===== src/rtl/elevator_if.sv =====
// Request and status bundle between the call panel side and the elevator floor sequencer.
// master drives call requests; slave is the controller that reports pending, strobes and status.
interface elevator_if #(
  parameter int unsigned N_FLOORS = 4,
  parameter int unsigned FLOOR_W  = 2
);
  logic [N_FLOORS-1:0] call_req;
  logic [N_FLOORS-1:0] pending;
  logic [N_FLOORS-1:0] j_set;
  logic [N_FLOORS-1:0] k_clr;
  logic [FLOOR_W-1:0]  current_floor;
  logic                moving_up;
  logic                moving_down;
  logic                door_open;

  modport master (
    output call_req,
    input  pending,
    input  j_set,
    input  k_clr,
    input  current_floor,
    input  moving_up,
    input  moving_down,
    input  door_open
  );

  modport slave (
    input  call_req,
    output pending,
    output j_set,
    output k_clr,
    output current_floor,
    output moving_up,
    output moving_down,
    output door_open
  );
endinterface


===== src/rtl/elevator_ctrl.sv =====
// SCAN elevator sequencer: latches floor calls, moves one floor per MOVE_CYCLES, holds the door
// for DOOR_CYCLES, and emits J/K strobes for the downstream per-floor JK request registers.
module elevator_ctrl #(
  parameter int unsigned N_FLOORS    = 4,
  parameter int unsigned FLOOR_W     = 2,
  parameter int unsigned MOVE_CYCLES = 8,
  parameter int unsigned DOOR_CYCLES = 6
) (
  input  logic       clk,
  input  logic       rst_n,
  elevator_if.slave  bus
);

  localparam int unsigned MoveW = (MOVE_CYCLES > 1) ? $clog2(MOVE_CYCLES) : 1;
  localparam int unsigned DoorW = (DOOR_CYCLES > 1) ? $clog2(DOOR_CYCLES) : 1;
  localparam logic [MoveW-1:0]    MoveLast = MoveW'(MOVE_CYCLES - 1);
  localparam logic [DoorW-1:0]    DoorLast = DoorW'(DOOR_CYCLES - 1);
  localparam logic [FLOOR_W-1:0]  TopFloor = FLOOR_W'(N_FLOORS - 1);
  localparam logic [N_FLOORS-1:0] OneHot0  = N_FLOORS'(1);

  typedef enum logic [1:0] {StIdle, StMoveUp, StMoveDown, StDoor} state_e;

  state_e              state_q, state_d;
  logic                dir_up_q, dir_up_d;
  logic [FLOOR_W-1:0]  floor_q, floor_d;
  logic [N_FLOORS-1:0] pending_q, pending_d;
  logic [N_FLOORS-1:0] j_set_q, j_set_d;
  logic [N_FLOORS-1:0] k_clr_q, k_clr_d;
  logic [MoveW-1:0]    move_q, move_d;
  logic [DoorW-1:0]    door_q, door_d;

  logic [N_FLOORS-1:0] floor_oh, arr_oh, excl;
  logic [FLOOR_W-1:0]  arr_floor;
  logic                above, below, at_floor_call;

  always_comb begin
    floor_oh = OneHot0 << floor_q;
    above    = 1'b0;
    below    = 1'b0;
    for (int unsigned i = 0; i < N_FLOORS; i++) begin
      if (pending_q[i] && (FLOOR_W'(i) > floor_q)) above = 1'b1;
      if (pending_q[i] && (FLOOR_W'(i) < floor_q)) below = 1'b1;
    end
    at_floor_call = |(bus.call_req & floor_oh);
  end

  always_comb begin
    state_d   = state_q;
    dir_up_d  = dir_up_q;
    floor_d   = floor_q;
    move_d    = move_q;
    door_d    = door_q;
    k_clr_d   = '0;
    excl      = '0;
    arr_floor = floor_q;
    arr_oh    = floor_oh;

    unique case (state_q)
      StIdle: begin
        excl   = floor_oh;
        move_d = '0;
        door_d = '0;
        if (at_floor_call) begin
          state_d = StDoor;
        end else if (above && (dir_up_q || !below)) begin
          state_d  = StMoveUp;
          dir_up_d = 1'b1;
        end else if (below) begin
          state_d  = StMoveDown;
          dir_up_d = 1'b0;
        end
      end

      StMoveUp, StMoveDown: begin
        if ((state_q == StMoveUp && floor_q == TopFloor) ||
            (state_q == StMoveDown && floor_q == '0)) begin
          // Unreachable by construction; never run off either end of the shaft.
          state_d = StIdle;
          move_d  = '0;
        end else if (move_q == MoveLast) begin
          move_d = '0;
          if (state_q == StMoveUp) begin
            arr_floor = floor_q + FLOOR_W'(1);
            arr_oh    = floor_oh << 1;
          end else begin
            arr_floor = floor_q - FLOOR_W'(1);
            arr_oh    = floor_oh >> 1;
          end
          floor_d = arr_floor;
          // A call landing on the arrival edge is served, not latched.
          excl    = arr_oh;
          if (|((pending_q | bus.call_req) & arr_oh)) begin
            state_d = StDoor;
            door_d  = '0;
            k_clr_d = arr_oh;
          end
        end else begin
          move_d = move_q + MoveW'(1);
        end
      end

      StDoor: begin
        excl = floor_oh;
        if (at_floor_call) begin
          door_d = '0;
        end else if (door_q == DoorLast) begin
          door_d = '0;
          if (dir_up_q && above) begin
            state_d = StMoveUp;
          end else if (!dir_up_q && below) begin
            state_d = StMoveDown;
          end else if (above) begin
            state_d  = StMoveUp;
            dir_up_d = 1'b1;
          end else if (below) begin
            state_d  = StMoveDown;
            dir_up_d = 1'b0;
          end else begin
            state_d = StIdle;
          end
        end else begin
          door_d = door_q + DoorW'(1);
        end
      end

      default: state_d = StIdle;
    endcase

    j_set_d   = bus.call_req & ~pending_q & ~excl;
    pending_d = (pending_q | j_set_d) & ~k_clr_d;
  end

  always_ff @(posedge clk or negedge rst_n) begin
    if (!rst_n) begin
      state_q   <= StIdle;
      dir_up_q  <= 1'b1;
      floor_q   <= '0;
      pending_q <= '0;
      j_set_q   <= '0;
      k_clr_q   <= '0;
      move_q    <= '0;
      door_q    <= '0;
    end else begin
      state_q   <= state_d;
      dir_up_q  <= dir_up_d;
      floor_q   <= floor_d;
      pending_q <= pending_d;
      j_set_q   <= j_set_d;
      k_clr_q   <= k_clr_d;
      move_q    <= move_d;
      door_q    <= door_d;
    end
  end

  assign bus.pending       = pending_q;
  assign bus.j_set         = j_set_q;
  assign bus.k_clr         = k_clr_q;
  assign bus.current_floor = floor_q;
  assign bus.moving_up     = (state_q == StMoveUp);
  assign bus.moving_down   = (state_q == StMoveDown);
  assign bus.door_open     = (state_q == StDoor);

endmodule


===== src/flat_wrapper.sv =====
// flat-port wrapper written by rule: the top's interface ports become plain ports
module elevator_ctrl_flat 
#(
  parameter int unsigned N_FLOORS    = 4,
  parameter int unsigned FLOOR_W     = 2,
  parameter int unsigned MOVE_CYCLES = 8,
  parameter int unsigned DOOR_CYCLES = 6
)
  (clk, rst_n, bus_call_req, bus_pending, bus_j_set, bus_k_clr, bus_current_floor, bus_moving_up, bus_moving_down, bus_door_open);
  elevator_if #(.N_FLOORS(N_FLOORS), .FLOOR_W(FLOOR_W)) bus_i ();
  input  logic clk;
  input  logic rst_n;
  input wire logic [$bits(bus_i.call_req)-1:0] bus_call_req;
  output wire logic [$bits(bus_i.pending)-1:0] bus_pending;
  output wire logic [$bits(bus_i.j_set)-1:0] bus_j_set;
  output wire logic [$bits(bus_i.k_clr)-1:0] bus_k_clr;
  output wire logic [$bits(bus_i.current_floor)-1:0] bus_current_floor;
  output wire logic [$bits(bus_i.moving_up)-1:0] bus_moving_up;
  output wire logic [$bits(bus_i.moving_down)-1:0] bus_moving_down;
  output wire logic [$bits(bus_i.door_open)-1:0] bus_door_open;
  assign bus_i.call_req = bus_call_req;
  assign bus_pending = bus_i.pending;
  assign bus_j_set = bus_i.j_set;
  assign bus_k_clr = bus_i.k_clr;
  assign bus_current_floor = bus_i.current_floor;
  assign bus_moving_up = bus_i.moving_up;
  assign bus_moving_down = bus_i.moving_down;
  assign bus_door_open = bus_i.door_open;
  elevator_ctrl #(.N_FLOORS(N_FLOORS), .FLOOR_W(FLOOR_W), .MOVE_CYCLES(MOVE_CYCLES), .DOOR_CYCLES(DOOR_CYCLES)) u_core (.clk(clk), .rst_n(rst_n), .bus(bus_i));
endmodule

===== config.mk =====
export PLATFORM = sky130hd
export DESIGN_NAME = elevator_ctrl_flat
export DESIGN_NICKNAME = d
export VERILOG_FILES = /design/src/rtl/elevator_if.sv /design/src/rtl/elevator_ctrl.sv /design/src/flat_wrapper.sv
export SDC_FILE = /design/constraint.sdc
export NUM_CORES = 1
export LEC_CHECK = 0
export ABC_CLOCK_PERIOD_IN_PS = 3500
export BUFFER_PORTS_ARGS = -buffer_cell sky130_fd_sc_hd__buf_2
export CAP_MARGIN = 20
export CELL_PAD_IN_SITES_DETAIL_PLACEMENT = 1
export CELL_PAD_IN_SITES_GLOBAL_PLACEMENT = 1
export CORE_AREA = 2 2 74 76
export DETAILED_ROUTE_END_ITERATION = 10
export DIE_AREA = 0 0 76 78
export HOLD_SLACK_MARGIN = 0.05
export PLACE_DENSITY = 0.65
export SLEW_MARGIN = 20
export SYNTH_ARGS = -nofsm -noshare
export SYNTH_HDL_FRONTEND = slang
export SYNTH_SLANG_ARGS = --single-unit

===== constraint.sdc =====
create_clock -name clk -period 3.5 [get_ports clk]
set_clock_uncertainty 0.15 [all_clocks]
set_input_delay 0.175 -clock clk [delete_from_list [all_inputs] [get_ports clk]]
set_output_delay 0.175 -clock clk [all_outputs]
set_load 0.05 [all_outputs]

==> reports/summary.txt <==
Vias in the first global route - 1230
Post-CTS resize count - 0
CP Capture Type - flip-flop
H-tree depth - 1
IO buf count - 22
Worst slew margin - 61.4%
Status - finished clean
Vias - 1128
Avg Inst Size Synth - 10.3 sq um
Largest net degree at the start of global routing - 24
Row Count - 26
Setup crit end - u_core.door_q[0]
DRC viols - 0
Die area - 5930 sq um
Max-slew violation count - 0
R2R setup slack - 880 ps
Synth Flop Type - dfrtp_1
Io pins - 23
Hold path depth - 2
Post-DRT Antenna Nets - 0
FF-to-FF Start - u_core.state_q[1]
Core Region - 5040 sq um
Nets - 183
Die Width - 76 microns
CP required - 3490 ps
Starting DRT DRC Count - 32
Worst setup startpoint - u_core.state_q[1]
Setup Buffers After CTS - 0
Clock slew seen by the registers of the worst setup and hold paths - 80 ps
Mapped Area - 1440 sq um
Final Cycle Share - 74.7%
HP Class - primary input to flip-flop
Final setup viols - 0
DP Cell Count - 229
Clk sinks - 23
CTS buffer count - 3
DRT Pass-1 Iters - 4
Measured slew at the worst slew-check pin - 578 ps
# diodes - 0
Crit path kind - flip-flop to flip-flop
Cts hold-fix bufs - 1
Seq/Total Area, Yosys - 40.2%
Mapped Cells - 139
Area Growth Syn to Fin - 16.6%
Grt ovf - 0
Setup TNS - 0 ps
Layout cells sized above 1 - 22.6%
Post-synth cell types - 44
R2R depth - 7
Bufs on Longest Clock Path - 2
Drt wl/cell - 15.0 microns
Max Freq - 382 MHz
Worst Path Max Fanout - 8
RSZ-0062 raised after global routing - false
Max_cap viols - 0
Hpwl dp - 2.77 mm
Gr usage total - 12.7%
Die H - 78 microns
Post-Syn Nets - 157
Worst vdd ir - 0.357 mV
Post-route insts no fill - 234
PnR worst setup slack - 884 ps
Post-synth ARST share - 100%
Fillers - 588
Gpl congestion - 0.866
Min Tclk post-route - 2620 ps
Pleak - 0.745 nW
Number of flops mapped to enable cells by yosys - 0
Element type at the critical path start - flip-flop
Clock latency on the worst-skew pair - 260 ps
WP data arrival - 2610 ps
Yosys warns - 0
Vias/cell - 4.82
CTS tree - done
Initial antenna violation count - 0
PD cells - 790 nW/um^2
Root Driver - clkbuf_8
Worst slack, placed - 933 ps
Drt total wl - 3.52 mm
Worst reg2reg path endpoint - u_core.door_q[0]
Hold Fails Final Rpt - 0
Yosys reg bits - 23
First-pass GRT wire length - 5.98 mm
Initial Utilization - 28.5%
Multi-input combinational cell area - 818 sq um
Register area - 577 sq um
## cell families (layout without fill, tap and decap cells)
kind of cell | Yosys count | count (layout) | synth area share (%)
DFF | 23 | 23 | 40.2
muxes | 5 | 5 | 5.14
and+or+nand+nor | 59 | 59 | 25.5
adders and majority gates | 12 | 12 | 10.5
buffers and inverters | 9 | 34 | 2.87
xor gates and xnor gates | 2 | 2 | 1.22
AOI/OAI and AO/OA | 29 | 29 | 14.6
## cells in the final DEF, fill, tap and decap left out, types with 4 or more instances in the layout
cell type / n
nor2_1: 14
ha_1: 12
buf_2: 22
nor4b_1: 4
nor2b_1: 5
nand2_1: 10
dfrtp_1: 22
nand3_1: 5
nand2b_1: 5
o21ai_0: 10
inv_1: 7
## how the worst min path moves through the flow
stage,to,slack [ps],startpoint
finish,u_core.bus.j_set[2],60,bus_call_req[2]
global route,u_core.bus.j_set[3],50,bus_call_req[3]
CTS,u_core.bus.j_set[3],50,bus_call_req[3]
detailed placement,u_core.bus.j_set[2],40,rst_n
global placement,u_core.bus.j_set[2],20,rst_n
floorplan,u_core.bus.current_floor[0],-270,rst_n
## cells in the mapped netlist, types with 2 or more instances
master / instances / area share (%)
o22ai_1: 2 / 0.87
nand2b_1: 5 / 2.2
dfrtp_1: 22 / 38
nor4b_1: 4 / 2.4
ha_1: 12 / 10
a21oi_1: 3 / 1.0
o32ai_1: 2 / 1.2
o31ai_1: 2 / 1.0
o211ai_1: 3 / 1.6
a22oi_1: 2 / 1.0
nand2_1: 10 / 2.6
nand3_1: 5 / 1.7
mux2_4: 2 / 2.1
inv_1: 7 / 1.8
and2_1: 3 / 1.3
o21ai_0: 10 / 3.5
nor2_1: 14 / 3.7
nor2b_1: 5 / 2.2
## worst max-delay path: stages, from the launching register on
cell and delay, ps:
dfrtp_1 440, inv_1 100, ha_1 460, mux2i_1 380, nor2_1 160, o211ai_1 240, and2_1 220, mux2_1 350
## registers in the layout (all words and copies together) (netlist names)
signal	cells
u_core.bus.j_set	4
u_core.bus.k_clr	4
u_core.bus.pending	4
u_core.door_q	3
u_core.move_q	3
u_core.bus.current_floor	2
u_core.state_q	2
u_core.dir_up_q	1
## metrics by stage
stage	util [%]	hold WS (ps)	power (W)	cell area (sq um)
detailed placement	32.1	35.6	0.00117	1620
global placement	32.1	20.8	0.00114	1620
finish	33.2	62.4	0.00132	1670
global route	33.2	54.0	0.00142	1670
CTS	33.2	54.6	0.00134	1670
floorplan	-	-271	0.00100	1440
## power breakdown
group	switching (W)	total [W]	leakage (nW)	internal [W]
registers	0.0000579	0.000373	0.290	0.000315
clock network	0.0000817	0.000163	0.0228	0.0000812
logic	0.000502	0.000786	0.432	0.000284
total	0.000641	0.00132	0.745	0.000680
## cell type report
class                           instances  share of cell area [%]
Tap cell                               70                    5.23
Timing Repair Buffer                   23                    7.17
Inverter                                7                    1.57
Multi-Input combinational cell        107                    48.9
Clock buffer                            4                    2.69
Sequential cell                        23                    34.5
## routing by layer
metal / global-route usage (%) / part of all wire (%) / up-vias
met5: 0 / 0 / -
met2: 23.7 / 51 / 21
met4: 5.09 / 1.6 / 0
met1: 14.8 / 44 / 554
li1: - / - / 547
met3: 1.51 / 2.6 / 6
(Power assumes the default switching activity.)
